`src/rtl/trig_phase_sequencer.sv`:
```
// Per-octave, per-bin phase-counter bank feeding the sin/cos table address stream.
// Each accepted sample sweeps every bin of one octave and then advances that bin's phase.
module trig_phase_sequencer #(
   parameter int NS      = 6,
   parameter int BINS    = 24,
   parameter int OCTAVES = 5,
   parameter logic [BINS*NS-1:0] BIN_LEN = {
      6'd29, 6'd29, 6'd30, 6'd31, 6'd32, 6'd33, 6'd34, 6'd35,
      6'd36, 6'd37, 6'd38, 6'd39, 6'd40, 6'd41, 6'd43, 6'd44,
      6'd45, 6'd46, 6'd48, 6'd49, 6'd51, 6'd52, 6'd53, 6'd55},
   localparam int BW = (BINS > 1) ? $clog2(BINS) : 1,
   localparam int OW = (OCTAVES > 1) ? $clog2(OCTAVES) : 1
) (
   input  logic          clk,
   input  logic          rst,
   input  logic          phase_clr,
   input  logic          sample_valid,
   input  logic [OW-1:0] sample_octave,
   output logic          sample_ready,
   output logic          addr_valid,
   input  logic          addr_ready,
   output logic [OW-1:0] addr_octave,
   output logic [BW-1:0] addr_bin,
   output logic [NS-1:0] addr_pos,
   output logic          addr_last,
   output logic          err_octave
);

   localparam int NCNT = OCTAVES * BINS;
   localparam int CW   = (NCNT > 1) ? $clog2(NCNT) : 1;

   // Handshakes: a transfer happens on a rising clk edge where valid && ready are both
   // high; the addr_* beat is held unchanged while addr_valid && !addr_ready.
   typedef enum logic {IDLE, SWEEP} state_t;

   state_t state, state_n;

   logic [NS-1:0] cnt [NCNT];

   logic          beat;
   logic          start;
   logic          clr_all;
   logic          err_set;
   logic          oct_ok;
   logic [CW-1:0] start_idx;
   logic [CW-1:0] wr_idx;
   logic [NS-1:0] cur_len;
   logic [NS:0]   pos_inc;
   logic [NS-1:0] wr_val;
   logic [BW-1:0] bin_nx;

   always_ff @(posedge clk) begin
      if (rst) state <= IDLE;
      else     state <= state_n;
   end

   always_comb begin
      state_n      = state;
      sample_ready = 1'b0;
      start        = 1'b0;
      clr_all      = 1'b0;
      err_set      = 1'b0;
      beat         = addr_valid && addr_ready;
      oct_ok       = ({1'b0, sample_octave} < (OW+1)'(OCTAVES));
      case (state)
         IDLE: begin
            sample_ready = !phase_clr;
            if (phase_clr) begin
               clr_all = 1'b1;
            end else if (sample_valid) begin
               if (oct_ok) begin
                  start   = 1'b1;
                  state_n = SWEEP;
               end else begin
                  err_set = 1'b1;
               end
            end
         end
         SWEEP: begin
            if (beat && addr_last) state_n = IDLE;
         end
         default: state_n = IDLE;
      endcase
   end

   // Counter index arithmetic; the next bin of the same octave is always wr_idx + 1.
   always_comb begin
      start_idx = CW'(sample_octave) * CW'(BINS);
      wr_idx    = CW'(addr_octave) * CW'(BINS) + CW'(addr_bin);
      cur_len   = BIN_LEN[addr_bin*NS +: NS];
      pos_inc   = {1'b0, addr_pos} + (NS+1)'(1);
      wr_val    = (pos_inc >= {1'b0, cur_len}) ? '0 : pos_inc[NS-1:0];
      bin_nx    = addr_bin + BW'(1);
   end

   always_ff @(posedge clk) begin
      if (rst) begin
         for (int i = 0; i < NCNT; i++) cnt[i] <= '0;
         addr_valid  <= 1'b0;
         addr_octave <= '0;
         addr_bin    <= '0;
         addr_pos    <= '0;
         addr_last   <= 1'b0;
         err_octave  <= 1'b0;
      end else begin
         err_octave <= err_set;
         if (clr_all) begin
            for (int i = 0; i < NCNT; i++) cnt[i] <= '0;
         end
         if (start) begin
            addr_valid  <= 1'b1;
            addr_octave <= sample_octave;
            addr_bin    <= '0;
            addr_pos    <= cnt[start_idx];
            addr_last   <= (BINS == 1);
         end
         if (beat) begin
            cnt[wr_idx] <= wr_val;
            if (addr_last) begin
               addr_valid <= 1'b0;
               addr_last  <= 1'b0;
               addr_bin   <= '0;
            end else begin
               addr_bin  <= bin_nx;
               addr_pos  <= cnt[wr_idx + CW'(1)];
               addr_last <= (bin_nx == BW'(BINS-1));
            end
         end
      end
   end

endmodule

```
`config.mk`:
```
export PLATFORM = sky130hd
export DESIGN_NAME = trig_phase_sequencer
export DESIGN_NICKNAME = d
export VERILOG_FILES = /design/src/rtl/trig_phase_sequencer.sv
export SDC_FILE = /design/constraint.sdc
export NUM_CORES = 1
export LEC_CHECK = 0
export CORE_MARGIN = 3
export CORE_UTILIZATION = 57
export DETAILED_ROUTE_END_ITERATION = 10
export GPL_ROUTABILITY_DRIVEN = 0
export MAX_ROUTING_LAYER = met4
export PLACE_DENSITY = 0.82
export SLEW_MARGIN = 20
export SYNTH_ARGS = -nofsm -noshare
export SYNTH_HDL_FRONTEND = slang
export SYNTH_SLANG_ARGS = --single-unit
```
`constraint.sdc`:
```
create_clock -name clk -period 4.8 [get_ports clk]
set_input_delay 1.44 -clock clk [delete_from_list [all_inputs] [get_ports clk]]
set_output_delay 1.44 -clock clk [all_outputs]
set_load 0.02 [all_outputs]
```
# Yosys cells after proc, flatten, opt, wreduce, memory -nomap -nowiden
# Memories as Yosys holds them, arrays and structs flattened.
# Cells that the tools add are included.
# totals
register_bits	18
mem_bits_rw	720
in_bits	8
output_inout_bits	18
elab_cells	297
n_memories	1
# memory_table
memory	words	width	rd	rd_ports_with_merged_regs	wr	line	text
cnt	120	6	2	0	121	38	logic [NS-1:0] cnt [NCNT];
# op_classes
addsub	4
mul	3
order_cmp	2
eq_ne	1
shift	1
n_mux	151
bitwise	122
n_reduce_logical	5
# ops
operator	count
6-bit two-way mux	124
144-bit by 9-bit indexed part select with 6-bit output, first input constant	1
1-bit bitwise OR	120
1-bit two-way mux	23
5-bit two-way mux	3
3-bit by 2-bit multiplier with 4-bit output, second input constant	2
6-bit by 1-bit adder with 7-bit output, second input constant	1
7-bit by 1-bit adder with 7-bit output, second input constant	1
7-bit by 5-bit adder with 7-bit output	1
7-bit by 6-bit greater-or-equal comparator with 1-bit output	1
5-bit by 2-bit multiplier with 7-bit output, second input constant	1
5-bit by 1-bit adder with 5-bit output, second input constant	1
5-bit == test, second input constant	1
4-bit OR reduction	1
3-bit < comparator, second input constant	1
1-bit logical AND	2
1-bit inverter	2
1-bit case mux with 2 select lines	1
2-bit nonzero test	1
1-bit logical NOT	1

# Longest topological paths before layout
# depth
word_depth	8
ltp_mapped	26
depth_no_buf	14

# Worst setup path before layout
# No wires, ideal clock.
# synth_path
kind	register -> register
from	register addr_bin[0]
to	memory cnt[120][3] (data pin)
setup_time_ns	0.161
t_arrival_ns	5.080
t_required_ns	4.639
slack_ns	-0.440
path_stages_with_launch	27
n_path_buf	12
period_less_slack_ns	5.240
cell_sequence	dfxtp_1 buf_6 buf_6 buf_4 buf_6 clkinv_1 ha_1 buf_6 buf_4 buf_6 buf_6 buf_6 buf_2 nor2_1 nor3_1 a21oi_1 o21ai_0 ha_1 nand2b_1 a21o_1 a21o_1 a21o_1 a21oi_1 o2111ai_1 clkbuf_1 clkbuf_1 inv_1
# synth_rtl
item	line	text
start, declared	23	output logic [BW-1:0] addr_bin,
start signal, assigned	124	addr_bin <= bin_nx;
end, declared	38	

# Worst setup path after layout
# layout_path
from	input port phase_clr
to	output port sample_ready
# layout_between
elab_chain_len	2
# layout_lines
item	line	text
start, declared	16	input logic phase_clr,
1-bit logical NOT	67	sample_ready = !phase_clr;
1-bit two-way mux	65	case (state)
end, declared	19	output logic sample_ready,
# No other way between the ends.

==> reports/metrics.yaml <==
numCtsBuffers: 78
outcome: "finished, final reports clean"
worst_skew_pair.late_latency_ns: 0.64
seq_area_frac_synth: 0.649
antenna_found_initial: 2
start_util: 0.580
tritoncts: "done"
slew_headroom: 0.193
cts_hold_buf: 0
clock-root-buffer: "clkbuf_16"
mostFrequentLayoutCell: "edfxtp_1"
die_w_um: 258
portBuffers: 25
drive_gt1_frac: 0.172
die_area_um2: 66400
r2r-start: "addr_bin[0]"
wire_per_inst_um: 28.0
dr_total_vias: 23242
skew_ns: 0.0253
fmax_mhz: 234
min-delay-start: "state"
grt_pass1_vias: 22931
syn_area_um2: 36100
worst_path_max_delay_cell: "clkdlybuf4s50_1"
seqCellArea_um2: 23400
final-max-slew-violation-count: 0
synthFlopType: "edfxtp_1"
max_stage_delay_ns: 0.66
finalCritPeriodShare: 0.891
h-tree-depth: 3
start_kind: "input pin"
drtPass1Iterations: 6
critPathMaxFanout: 4
dpl-instance-area_um2: 37200
nets: 2595
synth_edf_count: 768
fin_area_um2: 39500
postCtsSetupBuffers: 0
avgSynthCellArea_um2: 14.1
ys_async_sr_fraction: 0
antenna_left: 0
total_power_mw: 15.0
final-hold-violation-count: 0
postRouteWirelength_um: 96700
crit_type: "input pin to output pin"
fillers: 4249
drt-initial-drc-count: 3807
syn_nets: 2590
worst_pin_slew_ns: 1.21
worstPathCellList: "clkdlybuf4s50_1, nor2_1, clkdlybuf4s50_1"
critPathCaptureType: "output pin"
core_um2: 62200
p_per_area_nw_per_um2: 379
fin_tns_setup_ns: 0
layout_common_cells: "edfxtp_1 (768), nor2_1 (767), nand2_1 (315)"
yosys_warnings: 0
grt_use_total: 0.304
viasPerCell: 6.72
grt_max_degree: 107
synthCells: 2561
fp.dieH_um: 258
path_common_cell: "clkdlybuf4s50_1"
rsz0062_at_grt: "no"
cp.arrival_ns: 2.84
cp.required_ns: 3.36
yosysUniqueCellTypes: 62
num_rows: 91
cts_sinks: 786
setup-violations-final: 0
drv_cap: 0
multi_input_area_um2: 11700
cts_resized: 0
syn_to_final_growth_pct: 9.62
dp_hpwl_um: 64600
clk_pin_slew_ns: 0.06
fin_crit_ns: 4.28
grt_overflow: 0
worstSetupStartpoint: "phase_clr"
grt_pass1_wl_um: 146000
p_leak_nw: 13.7
ys_ff_latch: 786
clockBufferDepth: 3
drcViolationCount: 0
irDropWorstVdd_mv: 0.381
io_pins: 26
hold_class: "flop to flop"
-- synth_stat cells, types with 3 or more instances --
cell type,number,share of area
edfxtp_1,768,0.64
nor2_1,767,0.080
nand2_1,315,0.033
mux4_2,239,0.15
clkbuf_1,99,0.010
mux2i_1,31,0.0086
buf_6,26,0.0081
nand3_1,24,0.0033
buf_2,23,0.0032
a21oi_1,22,0.0031
inv_1,21,0.0022
buf_4,20,0.0042
nor3_1,20,0.0028
dfxtp_1,18,0.010
ha_1,18,0.0062
a31oi_1,10,0.0017
o21ai_0,10,0.0014
xnor2_1,10,0.0024
nand2b_1,9,0.0016
nand4_1,9,0.0016
a32oi_1,8,0.0019
a21o_1,6,0.0012
buf_1,6,0.00062
mux4_1,6,0.0044
o2111ai_1,6,0.0015
a221oi_1,5,0.0012
xor2_1,5,0.0012
nor2b_1,4,0.00069
o211ai_1,4,0.00083
a2111oi_0,3,0.00073
a211oi_1,3,0.00062
and3_1,3,0.00052
fa_1,3,0.0017
nor4_1,3,0.00052
or2_2,3,0.00052
-- kinds of logic after synthesis --
family	share of synthesized area
buffers and inverters	0.0307
XOR/XNOR	0.00652
AO/OA/AOI/OAI	0.0182
flip-flops	0.649
multiplexers	0.162
AND/OR/NAND/NOR	0.125
adder cells (fa/ha/maj)	0.00791
-- flip-flops by register name, indices dropped and copies added, names as in the netlist --
name         flops
addr_octave      3
err_octave       1
addr_valid       1
addr_bin         5
cnt            768
state            1
addr_last        1
addr_pos         6
-- power breakdown --
| part | switching (mW) | internal (mW) |
|---|---|---|
| logic | 0.813 | 0.423 |
| clock network | 2.56 | 3.18 |
| registers | 0.164 | 7.87 |
-- critical path, delay by kind of cell --
family,cells,cell delay (ns)
buf+inv,2,1.12
simple gates,1,0.27
-- through the flow --
step	hold slack (ns)	std cells	setup WS, ns	utilization
3_5_place_dp	0.492	3323	0.473	0.598
2_1_floorplan	0.449	2561	0.00379	-
5_1_grt	0.532	3459	0.358	0.636
3_3_place_gp	0.466	3323	0.480	0.598
4_1_cts	0.500	3457	0.532	0.636
6_report	0.502	3460	0.522	0.636
-- metal layers --
layer	wire length, um	part of all wire	global-route usage
met5	0	0	-
met4	4940	0.051	0.133
met3	16200	0.17	0.0979
met2	44000	0.45	0.447
met1	31600	0.33	0.395
-- final cells by class --
type	instances	area share
Multi-Input combinational cell	1572	0.296
Antenna cell	3	0.000190
Clock inverter	33	0.00753
Tap cell	837	0.0265
Clock buffer	101	0.0515
Sequential cell	786	0.592
Inverter	22	0.00212
Timing Repair Buffer	106	0.0238
-- final timing paths --
| kind | to | cells past startpoint | slack, ns |
|---|---|---|---|
| worst max register to register | cnt[1][2] | 15 | 0.54 |
| worst min register to register | state | 2 | 0.50 |
| worst max-delay path | sample_ready | 3 | 0.52 |
| worst min-delay path | state | 2 | 0.50 |
No activity file was read; power rests on OpenSTA's default activity.
